$ cat src/rtl/idli_pkg.sv
// Shared types for the idli core: SQI period counter, 4b slices, 16b data words
// and the SQI arbiter state encoding.
package idli_pkg;

  localparam int unsigned CTR_W   = 2;
  localparam int unsigned SLICE_W = 4;
  localparam int unsigned DATA_W  = 16;

  typedef logic [CTR_W-1:0]   ctr_t;
  typedef logic [SLICE_W-1:0] slice_t;
  typedef logic [DATA_W-1:0]  data_t;

  localparam ctr_t CTR_FIRST = 2'd0;
  localparam ctr_t CTR_LAST  = 2'd3;

  typedef enum logic [2:0] {
    FETCH     = 3'd0,
    BR_REDIR  = 3'd1,
    LS_REDIR  = 3'd2,
    LS_WAIT   = 3'd3,
    LS_DATA   = 3'd4,
    RET_REDIR = 3'd5,
    RET_WAIT  = 3'd6
  } sqi_arb_state_t;

endpackage

$ cat src/rtl/idli_sqi_arb_sreg_m.sv
// 16b little-endian serial-in/serial-out shift register: slices enter at the
// top and leave from the bottom, so the first slice in is the first slice out.
module idli_sqi_arb_sreg_m
  import idli_pkg::*;
(
  input  logic   gck_i,
  input  logic   rst_n_i,
  input  logic   en_i,
  input  slice_t slice_i,
  output slice_t slice_o
);

  data_t sreg_q;

  // Shift one slice per enabled GCK
  always_ff @(posedge gck_i or negedge rst_n_i) begin
    if (!rst_n_i) begin
      sreg_q <= '0;
    end else if (en_i) begin
      sreg_q <= {slice_i, sreg_q[DATA_W-1:SLICE_W]};
    end
  end

  assign slice_o = sreg_q[SLICE_W-1:0];

endmodule

$ cat src/rtl/idli_sqi_arb_m.sv
// Shares the SQI memory port between streaming instruction fetch and the LSU.
// A request is taken at ctr==0 of a FETCH period and drives that same period
// as the redirect period, so the redirect outputs look ahead at the request.
module idli_sqi_arb_m
  import idli_pkg::*;
#(
  parameter int unsigned RD_WAIT = 5,
  parameter int unsigned WR_WAIT = 4
) (
  input  logic   i_sqi_gck,
  input  logic   i_sqi_rst_n,
  input  ctr_t   i_sqi_ctr,
  input  logic   i_arb_br_vld,
  input  slice_t i_arb_br_slice,
  input  logic   i_arb_ls_vld,
  input  logic   i_arb_ls_wr,
  input  slice_t i_arb_ls_slice,
  input  slice_t i_arb_st_slice,
  input  slice_t i_arb_pc_slice,
  output logic   o_arb_busy,
  output logic   o_arb_st_rdy,
  output logic   o_arb_ld_vld,
  output data_t  o_arb_ld_data,
  output logic   o_arb_instr_vld,
  output logic   o_arb_redirect,
  output logic   o_arb_wr_en,
  output slice_t o_arb_slice,
  input  data_t  i_arb_sqi_instr,
  input  logic   i_arb_sqi_instr_vld
);

  localparam int unsigned CNT_W = 3;
  typedef logic [CNT_W-1:0] cnt_t;

  if (RD_WAIT == 0 || RD_WAIT > 7) begin : g_bad_rd_wait
    $error("RD_WAIT must be in 1..7");
  end
  if (WR_WAIT == 0 || WR_WAIT > 7) begin : g_bad_wr_wait
    $error("WR_WAIT must be in 1..7");
  end

  sqi_arb_state_t state_q;
  sqi_arb_state_t cur_state;
  cnt_t           cnt_q;
  logic           wr_q;
  logic           ld_vld_q;
  data_t          ld_data_q;
  logic           take_ls;
  logic           take_br;
  logic           ret_shift;
  slice_t         ret_in;
  slice_t         ret_slice;

  // Request acceptance; LS wins over a coincident branch
  always_comb begin
    take_ls   = (state_q == FETCH) && (i_sqi_ctr == CTR_FIRST) && i_arb_ls_vld;
    take_br   = (state_q == FETCH) && (i_sqi_ctr == CTR_FIRST) && i_arb_br_vld && !i_arb_ls_vld;
    cur_state = state_q;
    if (take_ls) begin
      cur_state = LS_REDIR;
    end else if (take_br) begin
      cur_state = BR_REDIR;
    end
  end

  // FSM, wait counter, store flag and load capture
  always_ff @(posedge i_sqi_gck or negedge i_sqi_rst_n) begin
    if (!i_sqi_rst_n) begin
      state_q   <= FETCH;
      cnt_q     <= '0;
      wr_q      <= 1'b0;
      ld_vld_q  <= 1'b0;
      ld_data_q <= '0;
    end else begin
      ld_vld_q <= 1'b0;
      if (take_ls) begin
        wr_q <= i_arb_ls_wr;
      end
      case (state_q)
        FETCH: begin
          if (take_ls) begin
            state_q <= LS_REDIR;
          end else if (take_br) begin
            state_q <= BR_REDIR;
          end
        end
        BR_REDIR, RET_REDIR: begin
          if (i_sqi_ctr == CTR_LAST) begin
            state_q <= RET_WAIT;
            cnt_q   <= CNT_W'(RD_WAIT);
          end
        end
        LS_REDIR: begin
          if (i_sqi_ctr == CTR_LAST) begin
            state_q <= LS_WAIT;
            cnt_q   <= wr_q ? CNT_W'(WR_WAIT) : CNT_W'(RD_WAIT);
          end
        end
        LS_WAIT, RET_WAIT: begin
          if (i_sqi_ctr == CTR_LAST) begin
            if (cnt_q == 3'd1) begin
              state_q <= (state_q == LS_WAIT) ? LS_DATA : FETCH;
            end
            if (cnt_q != 3'd0) begin
              cnt_q <= cnt_q - 3'd1;
            end
          end
        end
        LS_DATA: begin
          if (i_sqi_ctr == CTR_LAST) begin
            state_q <= RET_REDIR;
            if (!wr_q) begin
              ld_data_q <= i_arb_sqi_instr;
              ld_vld_q  <= 1'b1;
            end
          end
        end
        default: state_q <= FETCH;
      endcase
    end
  end

  // Output mux driven from the look-ahead state
  always_comb begin
    o_arb_redirect  = 1'b0;
    o_arb_wr_en     = 1'b0;
    o_arb_slice     = '0;
    o_arb_st_rdy    = 1'b0;
    o_arb_instr_vld = 1'b0;
    ret_shift       = 1'b0;
    ret_in          = '0;
    case (cur_state)
      FETCH: o_arb_instr_vld = i_arb_sqi_instr_vld;
      BR_REDIR: begin
        o_arb_redirect = 1'b1;
        o_arb_slice    = i_arb_br_slice;
      end
      LS_REDIR: begin
        o_arb_redirect = 1'b1;
        o_arb_slice    = i_arb_ls_slice;
        o_arb_wr_en    = take_ls ? i_arb_ls_wr : wr_q;
        ret_shift      = 1'b1;
        ret_in         = i_arb_pc_slice;
      end
      LS_WAIT: begin
        o_arb_wr_en = wr_q;
        // Store data goes out in the last two wait periods, two GCKs per slice
        if (wr_q && cnt_q != 3'd0 && cnt_q <= 3'd2) begin
          o_arb_slice  = i_arb_st_slice;
          o_arb_st_rdy = i_sqi_ctr[0];
        end
      end
      LS_DATA: o_arb_wr_en = wr_q;
      RET_REDIR: begin
        o_arb_redirect = 1'b1;
        o_arb_slice    = ret_slice;
        ret_shift      = 1'b1;
      end
      default: ;
    endcase
  end

  assign o_arb_busy    = (state_q != FETCH);
  assign o_arb_ld_vld  = ld_vld_q;
  assign o_arb_ld_data = ld_data_q;

  // Return PC: captured during LS_REDIR, replayed during RET_REDIR
  idli_sqi_arb_sreg_m u_ret_sreg (
    .gck_i   (i_sqi_gck),
    .rst_n_i (i_sqi_rst_n),
    .en_i    (ret_shift),
    .slice_i (ret_in),
    .slice_o (ret_slice)
  );

endmodule

$ cat config.mk
export PLATFORM = sky130hd
export DESIGN_NAME = idli_sqi_arb_m
export DESIGN_NICKNAME = d
export VERILOG_FILES = /design/src/rtl/idli_pkg.sv /design/src/rtl/idli_sqi_arb_sreg_m.sv /design/src/rtl/idli_sqi_arb_m.sv
export SDC_FILE = /design/constraint.sdc
export NUM_CORES = 1
export LEC_CHECK = 0
export BUFFER_PORTS_ARGS = -buffer_cell sky130_fd_sc_hd__buf_2
export CAP_MARGIN = 25
export CELL_PAD_IN_SITES_DETAIL_PLACEMENT = 1
export CELL_PAD_IN_SITES_GLOBAL_PLACEMENT = 1
export CORE_MARGIN = 1.5
export CORE_UTILIZATION = 39
export DETAILED_ROUTE_END_ITERATION = 8
export GPL_ROUTABILITY_DRIVEN = 0
export PLACE_DENSITY = 0.85
export SLEW_MARGIN = 0
export SYNTH_ARGS = -nofsm -noshare
export SYNTH_HDL_FRONTEND = slang
export SYNTH_SLANG_ARGS = --single-unit
$ cat constraint.sdc
create_clock -name i_sqi_gck -period 2.3 [get_ports i_sqi_gck]
set_input_delay 0.345 -clock i_sqi_gck [delete_from_list [all_inputs] [get_ports i_sqi_gck]]
set_output_delay 0.345 -clock i_sqi_gck [all_outputs]
set_load 0.02 [all_outputs]
### Word-level counts from Yosys, hierarchy flattened

Index checks and enable logic that the tools add are counted.

| operators by class | value |
|---|---|
| reductions and logical operators | 21 |
| bitwise operators | 1 |
| equal/unequal tests | 19 |
| magnitude comparators | 1 |
| mux-type cells | 27 |
| add/sub/neg operators | 1 |

Operators with widths:

| operator | number |
|---|---|
| 3-bit 2-to-1 mux | 11 |
| 4-bit one-hot mux with 4 select lines | 1 |
| 3-bit == test (second input constant) | 5 |
| 3-bit one-hot mux with 5 select lines | 1 |
| 3-bit by 2-bit == test with 1-bit output (second input constant) | 4 |
| 2-bit != test (second input constant) | 6 |
| 1-bit 2-to-1 mux | 10 |
| 5-bit AND reduction | 2 |
| 3-bit by 1-bit == test with 1-bit output (second input constant) | 3 |
| 3-bit one-hot mux with 3 select lines | 1 |
| 3-bit nonzero test | 3 |
| 4-bit 2-to-1 mux | 2 |
| 2-bit OR reduction | 4 |
| 1-bit logical AND | 6 |
| 3-bit zero test | 2 |
| 3-bit by 2-bit less-or-equal comparator with 1-bit output (second input constant) | 1 |
| 3-bit AND reduction | 1 |
| 3-bit OR reduction | 1 |
| 3-bit by 1-bit subtractor with 3-bit output (second input constant) | 1 |
| 2-bit == test (second input constant) | 1 |
| 2-bit zero test | 1 |
| 1-bit one-hot mux with 2 select lines | 1 |
| 1-bit zero test | 1 |
| 1-bit NOT | 1 |

| word-level totals | value |
|---|---|
| bits in registers | 40 |
| word-level logic and storage cells | 76 |
| bits of input ports | 40 |

### Depth between registers and ports, before layout

Gate-level depths: netlist of the first run.

| depth | value |
|---|---|
| depth in word-level cells | 9 |
| mapped depth | 6 |
| mapped depth without buffers | 6 |

### Hierarchy

Synthesis of the first run repeated with hierarchy kept, for this count alone.

| second synthesis, totals | value |
|---|---|
| cell total of the unflattened synthesis | 171 |
| area, all modules | 2132.0 sq um |

Modules (own cells, without submodules):

| module | seq. area each (sq um) | area an instance (sq um) | cells each | instances |
|---|---|---|---|---|
| idli_sqi_arb_m | 600.6 | 1452.6 | 133 | 1 |
| idli_sqi_arb_sreg_m | 400.4 | 679.4 | 38 | 1 |

### Worst setup path after synthesis of the first run

OpenSTA, ideal clock, no wires.

| timing path | value |
|---|---|
| path kind | in2out |
| start | input i_sqi_ctr[1] |
| end | output o_arb_slice[0] |
| setup slack | 205 ps |
| arrival time | 1750 ps |
| required time | 1955 ps |
| cell stages on the path | 3 |
| path buffers | 0 |
| cells stage by stage | nor4b_1 a32oi_1 o21ai_0 |

| between the ends | value |
|---|---|
| word-level cells in the longest chain between the ends | 8 |

RTL lines:

| what | RTL line | text |
|---|---|---|
| start, declared | idli_sqi_arb_m.sv:12 | `input ctr_t i_sqi_ctr,` |
| 2-bit zero test * | idli_sqi_arb_m.sv:56, idli_sqi_arb_m.sv:57 |  |
| 1-bit logical AND * | idli_sqi_arb_m.sv:56, idli_sqi_arb_m.sv:57 |  |
| 1-bit logical AND (2 in series) | idli_sqi_arb_m.sv:57 | `take_br = (state_q == FETCH) && (i_sqi_ctr == CTR_FIRST) && i_arb_br_vld && !i_arb_ls_vld;` |
| 3-bit 2-to-1 mux | idli_sqi_arb_m.sv:61 | `end else if (take_br) begin` |
| 3-bit 2-to-1 mux * | -- |  |
| 3-bit == test, or another cell as far along | idli_sqi_arb_m.sv:132 | `case (cur_state)` |
| 4-bit one-hot mux with 4 select lines * | idli_sqi_arb_m.sv:132 |  |
| end, declared | idli_sqi_arb_m.sv:27 | `output slice_t o_arb_slice,` |

Every way passes the cells marked *; elsewhere a longest branch is shown, timed or not.

### Worst setup path in the final report of the first run

| timing path | value |
|---|---|
| start | register cnt_q[0] |
| end | output o_arb_slice[0] |

| between the ends | value |
|---|---|
| word-level cells in the longest chain between the ends | 5 |

RTL lines:

| what | RTL line | text |
|---|---|---|
| start, declared | idli_sqi_arb_m.sv:44 | `cnt_t cnt_q;` |
| start signal, assigned | idli_sqi_arb_m.sv:90 | `cnt_q <= CNT_W'(RD_WAIT);` |
| start signal, assigned | idli_sqi_arb_m.sv:96 | `cnt_q <= wr_q ? CNT_W'(WR_WAIT) : CNT_W'(RD_WAIT);` |
| start signal, assigned | idli_sqi_arb_m.sv:105 | `cnt_q <= cnt_q - 3'd1;` |
| parallel branches: the longest is 2 deep, another holds 3-bit by 2-bit less-or-equal comparator with 1-bit output | -- |  |
| 1-bit logical AND * | idli_sqi_arb_m.sv:148 | `if (wr_q && cnt_q != 3'd0 && cnt_q <= 3'd2) begin` |
| 4-bit 2-to-1 mux * | idli_sqi_arb_m.sv:148 |  |
| 4-bit one-hot mux with 4 select lines * | idli_sqi_arb_m.sv:132 |  |

Mark *: on every way between the ends.

==> results by stage, run 1 <==
Detailed routing:
- For this run, the detailed router's first-pass iteration total came to 4.
- The routed design has 5.608 mm of wire.
- After detailed routing, the average wire length per cell comes to 17.47 um.
- The per-cell via count in the routed design is 5.271.
- The post-route antenna net violation count is 0.
- The first routing iteration left 59 violations.
- The count of unresolved DRC violations after routing is 0.
- The total via count after detailed routing is 1692.

Clock network:
- TritonCTS built the clock tree.
- The longest clock path from root to sink contains 2 buffers.
- The CTS clock-pin slew for the worst setup and hold paths is 0.08 ns.
- The buffer cell driving the clock tree root is clkbuf_8.
- In this run the number of H-tree levels came out at 2.
- The number of buffers created by CTS is 5.
- For this design, the sink count on the clock tree is 40.
- The later pin in the worst-skew pair is clocked with a latency of 0.30 ns.

Yosys:
- Synthesis produced a netlist with a net count of 221.
- The cell taking the most area after synthesis is dfrtp_1.
- In the synthesized netlist the dominant register cell turns out to be dfrtp_1.
- The share of synthesized registers carrying an async set or reset is 1.000.
- The cell count after synthesis came out at 177.
- The number of library cell types mapped by synthesis is 41.
- The part of the Yosys area used for sequential elements is 0.4822.
- Each instance of the synthesized netlist takes up on average 11.73 um2.
- The share of Yosys cell area claimed by the top area cell type is 0.4822.
- After synthesis the netlist holds a flip-flop and latch count of 40.
- The post-synth design cell area is 2076 um2.
- By area the synthesized netlist is led by dfrtp_1, mux2_2, mux2_4, nand2_1, ha_1.
- The Yosys step of the flow raised 0 warnings.
- In this run, synthesis inferred 0 flip-flops with an integrated enable.

Die:
- In this run the core area contains 26 standard-cell rows.
- The number of ports placed on the die boundary is 66.
- The initial core utilization is 0.4064.
- The floorplan die width is 75.96 um.
- The die covers 5769 um2.
- The standard cell core area is 5107 um2.
- In this run the vertical extent of the chip is 75.96 um.

Cells and area:
- The ratio of cells with drive above 1 in the final layout is 0.5179.
- The number of antenna diodes in the final layout is 0.
- Compared with the post-synthesis result, the final layout area differs by 28.15%.
- In the final design database the tool counted 294 nets.
- The final cell utilization of the core is 0.5208.
- The layout has 597 filler cells.
- The area of all placed cells without fillers is 2660 um2.

Timing:
- The count of pins over their slew limit came to 0.
- The final hold violation count is 0.
- The total of endpoints with negative setup slack in the final report is 0.
- The maximum operating frequency is 459.4 MHz.
- Setup repair after global routing left no endpoint under its margin.
- The worst path in the final design needs a cycle of 2.177 ns, including I/O delays and setup.
- The aggregate negative setup slack is 0 ns.
- The setup skew after layout is 0.004525 ns.
- The max-slew headroom at the worst pin is 0.4095.
- The slew at the pin with the worst max-slew slack is 0.8857 ns.
- The fraction of the cycle the final worst path needs is 0.9463.

Outcome:
- The run finished with clean final reports.

Placement:
- Detailed placement ended at an HPWL of 4.137 mm.
- In this run the cell area measured after placement is 2500 um2.
- Port buffering added 65 buffers.

Power and ir drop:
- For this design the ratio of total power to cell area is 1365 nW/um2.
- The part of the total power dissipated in combinational logic is 0.504.
- The design internal power is 2.185 mW.
- The switching part of the total is 0.3981.
- Across the VDD grid, the largest voltage drop is 448.5 uV.
- The standby leakage power is 1.323 nW.
- Summed over all nets, the switching power comes to 1.445 mW.
- The part of the total power dissipated in the clock network is 0.168.
- Of the total power, registers draw 0.328.

GRT:
- The via count of the first global-routing pass is 1882.
- The number of antenna violations at the first check in global routing is 0.
- After global routing the overflow that remains totals 0.
- The first global-routing pass estimated 9.321 mm of wire.
- The all-layer global routing usage is 0.2086.
- Entering global routing, the biggest net connects 41 pins.

Critical path:
- STA classifies the critical path startpoint as a flop.
- The sum of buffers and inverters on the critical path is 3.
- The signal on the critical path passes through inv_2 > ha_1 > nand2b_4 > a2111oi_4 > buf_4 > a22oi_1 > o21ai_1 > buf_4.
- The most frequent cell on the critical path is buf_4.
- Along the worst path, the maximum fanout reaches 5.
- The category of the critical setup timing path is reg -> out.
- The slowest stage of the critical path belongs to the cell dfrtp_1.
- STA classifies the critical path endpoint as an output pin.
- Data on the critical path is required at its endpoint by 1.96 ns.
- The data arrival at the endpoint of the critical path is 1.83 ns.
- The delay of the slowest cell on the worst path is 0.37 ns.
- The kind of cell adding the most delay to the critical path is buffers and inverters.

Hold path:
- The classification of the worst-slack hold path is in -> async.

Job:
- The number of maximum-capacitance constraint violations is 0.
final cells by class:
class / instances / area [um2] / area share
flip-flops and latches: 40 / 1001 / 0.3763
multi-input cells: 119 / 997.2 / 0.3749
repair buffers: 76 / 422.9 / 0.1590
well taps: 70 / 87.58 / 0.03293
clock buffers: 6 / 82.58 / 0.03104
clock inverters: 2 / 38.79 / 0.01458
inverters: 8 / 30.03 / 0.01129
cells by family after synthesis:
family / after synthesis / share of synthesized area
DFF: 40 / 0.4822
AOI/OAI and AO/OA: 39 / 0.1302
and+or+nand+nor: 39 / 0.1007
muxes: 36 / 0.2110
buffers and inverters: 18 / 0.04762
adders and majority gates: 4 / 0.02411
xor gates and xnor gates: 1 / 0.004220
Yosys cell counts, types with 4 or more instances:
library cell / count
a32oi_1: 4
mux2_2: 26
inv_1: 7
a21oi_1: 7
mux2_4: 9
dfrtp_1: 40
ha_1: 4
nor2_1: 5
a22oi_1: 4
nand2_1: 15
o21ai_0: 10
clkbuf_1: 5
metal layers:
layer,routed length [um],global-route usage
met5,0,0
met4,185,0.09074
met3,239,0.04578
met2,2832,0.3703
met1,2351,0.2413
per-stage QoR:
stage	setup slack, ns	instances	hold WS, ns	total power, mW
3_5_place_dp	0.2009	311	0.4892	2.962
3_3_place_gp	0.2530	311	0.4822	2.848
6_report	0.1234	321	0.1670	3.631
2_1_floorplan	0.2045	177	0.04941	2.375
4_1_cts	0.03668	321	0.1916	3.636
5_1_grt	0.003740	321	0.2353	3.857
worst register-to-register path, cell delays in order (launching register included):
cell and delay, ns:
dfrtp_1 0.57, buf_4 0.27, nor2b_1 0.26, o2bb2ai_1 0.13
a21oi_1 0.23, mux2_2 0.36
layout by cell type, fill, tap and decap left out, types with 3 or more instances in the layout:
cell	n
a32oi_1	4
dfrtp_1	40
a22oi_1	4
o21ai_0	9
nor2_1	5
clkbuf_8	6
mux2_4	9
a31oi_1	3
a21oi_1	7
nand2_1	15
nor3_1	3
inv_1	6
ha_1	4
nor2b_1	3
mux2_2	26
buf_4	11
buf_2	64
worst paths after layout:
check,startpoint,endpoint,slack (ns),cells past startpoint
min in group i_sqi_gck,i_arb_pc_slice[1],u_ret_sreg.sreg_q[13]$_DFFE_PN0P_,0.25,3
max in group asynchronous,i_sqi_rst_n,o_arb_ld_data[7]$_DFFE_PN0P_,1.58,1
min reg2reg,o_arb_ld_data[9]$_DFFE_PN0P_,o_arb_ld_data[9]$_DFFE_PN0P_,0.51,1
min,i_sqi_rst_n,o_arb_ld_data[4]$_DFFE_PN0P_,0.17,1
max,cnt_q[0]$_DFFE_PN0P_,o_arb_slice[0],0.12,8
max reg2reg,state_q[0]$_DFFE_PN0P_,cnt_q[0]$_DFFE_PN0P_,0.37,5
power groups by stage:
stage               sequential, mW  combinational [mW]  clock (mW)
detailed placement            1.21                1.76           0
floorplan                     1.29                1.09           0
global placement              1.17                1.68           0
global route                  1.23                1.98       0.644
CTS                           1.18                1.83       0.626
finish                        1.19                1.83       0.610
sequential cells by signal, indices dropped and copies added (netlist names):
register           count
o_arb_ld_data         16
u_ret_sreg.sreg_q     16
cnt_q                  3
o_arb_ld_vld           1
wr_q                   1
state_q                3
timing repair:
action / 4_1_cts / 5_1_grt
resized for setup: 2 / 4
hold buffers: 0 / 0
pin swaps: 1 / 1
setup buffers: 2 / 0
endpoints found under the setup margin: 5 / 5
Power figures use the tool's default switching activity.
==> run 2: changes to the inputs <==
Settings changed: CORE_MARGIN 1.5 to default.
==> run 2 against run 1 <==
Net effect:
- fmax is 1.7% lower
- register-to-register slack hardly changed
- critical path depth is 2 lower
- non-clock buffer count is 7 higher
- largest cell class is now multi-input gates
- highest routed layer unchanged
==> results by stage, run 2 (synthesis results as in run 1) <==
Timing:
- The setup skew after layout is 0.007624 ns (+0.003099 ns).
- The aggregate negative setup slack is 0 ns (unchanged).
- The final hold violation count was 0 (unchanged).
- The shortest period the worst path allows is 2.214 ns (+0.03718 ns).
- The max-slew headroom at the worst pin was 0.4150 (+0.005444).
- The fraction of the cycle the final worst path needs came to 0.9625 (+0.01617).
- The slew at the pin with the worst max-slew slack came to 0.8775 ns (-0.008166 ns).
- The count of pins over their slew limit is 0 (unchanged).
- The maximum operating frequency is 451.7 MHz (-1.7%).
- The total of endpoints with negative setup slack in the final report was 0 (unchanged).

Critical path:
- For this design, the slowest cell found on the critical path is dfrtp_1.
- Traced cell by cell, the critical path runs through nand3b_1 > a2111oi_4 > buf_4 > a22oi_1 > o21ai_1 > buf_2.
- The sum of buffers and inverters on the critical path is 2 (-1).
- Tracing the worst setup path back leads to its startpoint at state_q[2]$_DFFE_PN0P_.
- The maximum fanout encountered on the critical timing path is 4 (-1).
- The data arrival at the endpoint of the critical path is 1.87 ns (+0.04 ns).
- The delay of the slowest cell on the worst path is 0.40 ns (+0.03 ns).
- The worst reg2reg path startpoint is state_q[2]$_DFFE_PN0P_.
- The type of element capturing the critical path is an output pin.
- The setup path with the least slack is of type reg -> out.
- STA classifies the critical path startpoint as a flop.
- The kind of cell adding the most delay to the critical path is compound AO/OA/AOI/OAI gates.
- The required time of the critical path was 1.96 ns (about the same).

Cells and area:
- The number of standard cells in the layout, taps in and fillers out is 328 (+2.2%).
- The final cell utilization of the core is 0.5294 (+0.008574).
- The ratio of cells with drive above 1 in the final layout was 0.5388 (+0.02083).
- The post-layout net count is 301 (+2.4%).
- The combined area of the multi-input logic cells came to 1011 um2 (+1.4%).
- The count of filler cells inserted in the layout is 589 (-1.3%).
- Leaving out fill and tap cells, the most frequent cell in the layout is buf_2.
- In the layout the commonest cells are buf_2, dfrtp_1, mux2_2.
- The synthesis-to-finish area growth is 30.26%.
- The antenna diode count is 0 (unchanged).
- The area taken by flip-flops and latches is 1001 um2 (unchanged).

Die:
- The floorplan row count is 26 (unchanged).
- The number of ports placed on the die boundary is 66 (unchanged).
- The floorplan die width is 74.96 um (-1.3%).
- The die extent in y is 74.96 um (-1.3%).
- The initial core utilization is 0.4064 (unchanged).
- The standard cell core area is 5107 um2 (unchanged).
- The floorplan die area was 5618 um2 (-2.6%).

Placement:
- The placed wire-length estimate is 4.049 mm (-2.1%).
- The total placed cells including tap cells is 314 (+0.96%).
- The total of buffers placed on input and output ports was 65 (unchanged).

Outcome:
- The run finished with clean final reports.

Clock network:
- The number of hold buffers added after CTS came to 0 (unchanged).
- The number of sinks driven by the clock tree is 40 (unchanged).
- TritonCTS built the clock tree.
- The number of levels in the clock H-tree was 2 (unchanged).
- The CTS clock-pin slew for the worst setup and hold paths is 0.08 ns (about the same).
- The deepest clock path buffer count is 2 (unchanged).
- The number of buffers created by CTS is 5 (unchanged).
- The source-to-sink clock delay at the later pin of the worst-skew pair is 0.29 ns (about the same).
- The buffer cell driving the clock tree root is clkbuf_8.

GRT:
- The pin count of the biggest net entering global routing is 41 (unchanged).
- The number of antenna violations at the first check in global routing is 0 (unchanged).
- The first-pass GRT wire length is 8.418 mm (-9.7%).
- The final global-route overflow total is 0 (unchanged).
- The via count of the first global-routing pass is 1808 (-3.9%).
- The all-layer global routing usage is 0.2031 (-0.005526).

Detailed routing:
- The count of unresolved DRC violations after routing is 0 (unchanged).
- The routed wire length is 5.495 mm (-2.0%).
- The starting DRC count in detailed routing is 60 (+1.7%).
- The total via count after detailed routing came to 1723 (+1.8%).
- The per-cell via count in the routed design is 5.253 (-0.34%).
- The length of the first detailed-routing pass in iterations came to 4 (unchanged).
- The post-route antenna net violation count is 0 (unchanged).
- The mean routed wirelength per cell was 16.75 um (-4.1%).

Power and ir drop:
- The standby leakage power came to 1.346 nW (+1.7%).
- The part of the total power dissipated in combinational logic came to 0.518 (+0.014).
- The design internal power is 2.189 mW (+0.16%).
- The portion of total power attributed to sequential cells is 0.326 (-0.002).
- The switching part of the total came to 0.3958 (-0.002288).
- The areal power density over the cells is 1340 nW/um2 (-1.8%).
- The worst ir drop on vdd was 377.1 uV (-16%).
- The total power consumption of the routed design is 3.623 mW (-0.22%).
- The part of the total power dissipated in the clock network is 0.156 (-0.012).
- The power dissipated by switching net loads was 1.434 mW (-0.80%).

Hold path:
- The classification of the worst-slack hold path is in -> async.

Job:
- The number of maximum-capacitance constraint violations is 0 (unchanged).
[run 2: stage by stage]
stage	hold WS (ns)	setup slack (ns)	cell area (um2)
CTS	0.1941	0.002222	2653
finish	0.1695	0.08626	2704
global route	0.2335	-0.003223	2704
detailed placement	0.4909	0.1478	2510
floorplan	0.04941	0.2045	2076
global placement	0.4822	0.1792	2510
[run 2: path summary, 6_finish.rpt]
path / endpoint / slack, ns / cells past startpoint
min: o_arb_ld_data[10]$_DFFE_PN0P_ / 0.17 / 1
max reg2reg: u_ret_sreg.sreg_q[3]$_DFFE_PN0P_ / 0.38 / 6
min reg2reg: u_ret_sreg.sreg_q[1]$_DFFE_PN0P_ / 0.51 / 1
min in group i_sqi_gck: u_ret_sreg.sreg_q[15]$_DFFE_PN0P_ / 0.26 / 3
max: o_arb_slice[2] / 0.09 / 6
max in group asynchronous: o_arb_ld_data[7]$_DFFE_PN0P_ / 1.59 / 1
[run 2: power groups by stage]
stage	clock [mW]	sequential (mW)	combinational (mW)
2_1_floorplan	0	1.29	1.09
3_3_place_gp	0	1.16	1.70
3_5_place_dp	0	1.19	1.75
4_1_cts	0.575	1.17	1.81
5_1_grt	0.610	1.21	2.05
6_report	0.563	1.18	1.88
[run 2: metal layers]
layer / global-route usage / share of wire
met1: 0.2220 / 0.40
met4: 0.07757 / 0.016
met5: 0 / 0
met2: 0.3764 / 0.53
met3: 0.05087 / 0.046
[run 2: final cells by class]
class / count / share of cell area
Multi-Input combinational cell: 119 / 0.3739
Tap cell: 70 / 0.03239
Inverter: 8 / 0.01111
Clock inverter: 2 / 0.01296
Sequential cell: 40 / 0.3702
Timing Repair Buffer: 83 / 0.1726
Clock buffer: 6 / 0.02684
[run 2: repair_timing]
item,4_1_cts,5_1_grt
endpoints found under the setup margin,4,4
buffers inserted,3,3
pin swaps,1,1
resized for setup,2,10
[run 2: worst reg2reg max path, stage by stage (launching register included)]
cell and delay, ns:
dfrtp_1 0.40, buf_4 0.18, nor2_1 0.19, o21a_1 0.31, nand2b_1 0.18, buf_4 0.18
mux2_2 0.35
==> run 3: changes to the inputs <==
Settings changed: CELL_PAD_IN_SITES_GLOBAL_PLACEMENT 1 to 2, CORE_UTILIZATION 39 to 32, PLACE_DENSITY 0.85 to 0.86.
==> run 3 against run 2 <==
Net effect:
- combinational power decreased by 4%
- clock-buffer cell count unchanged
- power decreased by 4.7%
- final area decreased by 0.97%
- critical endpoint is now o_arb_slice[3]
==> results by stage, run 3 (synthesis results as in run 1) <==
Power and ir drop:
- The switching part of the total is 0.3985 (+0.002694).
- The power dissipated by switching net loads came to 1.376 mW (-4.0%).
- The total power consumption of the routed design is 3.453 mW (-4.7%).
- The part of the total power dissipated in the clock network came to 0.124 (-0.032).
- The part of the total power dissipated in combinational logic came to 0.523 (+0.005).
- The areal power density over the cells is 1290 nW/um2 (-3.7%).
- The worst ir drop on vdd came to 460.8 uV (+22%).
- The portion of total power attributed to sequential cells came to 0.353 (+0.027).
- The design internal power is 2.077 mW (-5.1%).
- The standby leakage power is 1.320 nW (-1.9%).

Detailed routing:
- The total via count after detailed routing is 1661 (-3.6%).
- The routed wire length is 5.172 mm (-5.9%).
- The count of unresolved DRC violations after routing is 0 (unchanged).
- The post-route antenna net violation count is 0 (unchanged).
- The mean routed wirelength per cell is 15.67 um (-6.4%).
- The starting DRC count in detailed routing is 20 (-67%).
- The length of the first detailed-routing pass in iterations is 2 (-2).
- The per-cell via count in the routed design is 5.033 (-4.2%).

Clock network:
- Clock tree synthesis selected as its root buffer the cell clkbuf_8.
- The number of levels in the clock H-tree is 2 (unchanged).
- The CTS clock-pin slew for the worst setup and hold paths was 0.07 ns (about the same).
- The number of buffers created by CTS came to 5 (unchanged).
- The number of sinks driven by the clock tree is 40 (unchanged).
- The source-to-sink clock delay at the later pin of the worst-skew pair was 0.29 ns (about the same).
- The deepest clock path buffer count is 2 (unchanged).
- The clock tree from TritonCTS is built.

Critical path:
- The category of the critical setup timing path is reg -> out.
- The number of cell instances on the worst register-to-register path is 5 (-1).
- The data arrival at the endpoint of the critical path came to 1.83 ns (-0.04 ns).
- The required time of the critical path is 1.96 ns (about the same).
- The maximum fanout encountered on the critical timing path is 11 (+7).
- The type of element capturing the critical path is an output pin.
- STA classifies the critical path startpoint as a flop.

Cells and area:
- The ratio of cells with drive above 1 in the final layout came to 0.5490 (+0.01026).
- The number of standard cells in the layout, taps in and fillers out is 330 (+0.61%).
- The area of all placed cells without fillers came to 2678 um2 (-0.97%).
- Leaving out fill and tap cells, the most frequent cells in the layout are buf_2, dfrtp_1, mux2_2.
- The final cell utilization of the core is 0.4392 (-0.09015).
- Relative to the synthesized area, the layout overhead comes to 28.99%.
- The most frequent standard cell in the layout excluding fill and tap cells is buf_2.
- The post-layout net count came to 299 (-0.66%).
- The antenna diode count is 0 (unchanged).

Timing:
- The final hold violation count came to 0 (unchanged).
- Setup repair after global routing left no endpoint under its margin.
- The shortest period the worst path allows was 2.174 ns (-0.03930 ns).
- The slew at the pin with the worst max-slew slack was 0.9117 ns (+0.03422 ns).
- The fraction of the cycle the final worst path needs is 0.9454 (-0.01709).
- The setup skew after layout is 0.003424 ns (-0.004200 ns).
- The post-route worst hold slack is 0.1845 ns (+0.01498 ns).
- The final setup slack of the worst path is 0.1256 ns (+0.03930 ns).
- The maximum operating frequency is 459.9 MHz (+1.8%).
- The aggregate negative setup slack is 0 ns (unchanged).
- The total of endpoints with negative setup slack in the final report was 0 (unchanged).
- The count of pins over their slew limit is 0 (unchanged).
- The max-slew headroom at the worst pin came to 0.3922 (-0.02281).

Placement:
- The total of buffers placed on input and output ports is 65 (unchanged).
- The placed wire-length estimate is 3.852 mm (-4.9%).
- The setup slack after placement is 0.2426 ns (+0.09481 ns).
- The placement-stage cell area is 2509 um2 (about the same).
- The total placed cells including tap cells was 318 (+1.3%).

Die:
- The standard cell core area is 6096 um2 (+19%).
- The die extent in y is 82.54 um (+10%).
- The floorplan row count was 28 (+7.7%).
- The floorplan die area is 6813 um2 (+21%).
- The floorplan die width is 82.54 um (+10%).
- The initial core utilization is 0.3405 (-0.06590).
- The number of ports placed on the die boundary is 66 (unchanged).

Hold path:
- The worst hold path belongs to the class in -> async.

Job:
- The number of maximum-capacitance constraint violations came to 0 (unchanged).

GRT:
- The first-pass GRT wire length is 8.376 mm (-0.50%).
- The via count of the first global-routing pass is 1622 (-10%).
- The all-layer global routing usage was 0.1674 (-0.03571).
- The pin count of the biggest net entering global routing came to 41 (unchanged).
- The final global-route overflow total is 0 (unchanged).
- The number of antenna violations at the first check in global routing is 0 (unchanged).

Outcome:
- The flow ran to the end, and the final reports show no timing, DRC or antenna violations.
## run 3: cell count changes in the layout (fill, tap and decap cells not counted), sizes merged
| cell | change |
|---|---|
| bufinv | -1 |
| buf | -2 |
## run 3: final cells by class
class                      count  area, um2
inverter                       8      30.03
clock buffer                   6      72.57
timing repair buffer          81      459.2
clock inverter                 1      5.005
multi-input combinational    119       1012
fill                         717       3418
sequential                    40       1005
tap                           75      93.84
## run 3: worst max-delay path, cell delays in order (launching register included)
cell and delay [ns]:
dfrtp_2 0.50, nand3b_1 0.19, a2111oi_4 0.34, buf_4 0.20, a22oi_1 0.07, o21ai_1 0.09
buf_4 0.15
## run 3: path summary, 6_finish.rpt
path                                               from                                end  slack [ns]
setup / recovery                 state_q[1]$_DFFE_PN0P_                     o_arb_slice[3]        0.13
hold / removal                              i_sqi_rst_n   u_ret_sreg.sreg_q[9]$_DFFE_PN0P_        0.18
setup reg to reg                 state_q[0]$_DFFE_PN0P_   u_ret_sreg.sreg_q[6]$_DFFE_PN0P_        0.48
hold reg to reg            o_arb_ld_data[5]$_DFFE_PN0P_       o_arb_ld_data[5]$_DFFE_PN0P_        0.50
max in group asynchronous                   i_sqi_rst_n             state_q[1]$_DFFE_PN0P_        1.48
min in group i_sqi_gck                i_arb_pc_slice[2]  u_ret_sreg.sreg_q[14]$_DFFE_PN0P_        0.26
## run 3: layer usage
metal	GRT usage	vias to the layer above	wire length [um]
met1	0.2224	817	2426
met4	0.05690	0	74
met5	0	-	0
met2	0.2711	49	2411
li1	-	789	-
met3	0.03297	6	259
## run 3: timing repair
action,CTS,global route
hold buffers,0,0
setup endpoints to repair,5,5
buffers inserted,2,3
gates resized for setup,2,19
pin swaps,0,2
## run 3: power by group through the flow
stage	Clock, mW	Combinational [mW]	Sequential (mW)
final	0.429	1.81	1.22
after global routing	0.479	1.99	1.26
after CTS	0.450	1.73	1.22
after detailed placement	0	1.69	1.23
after global placement	0	1.65	1.22
after floorplan	0	1.09	1.29
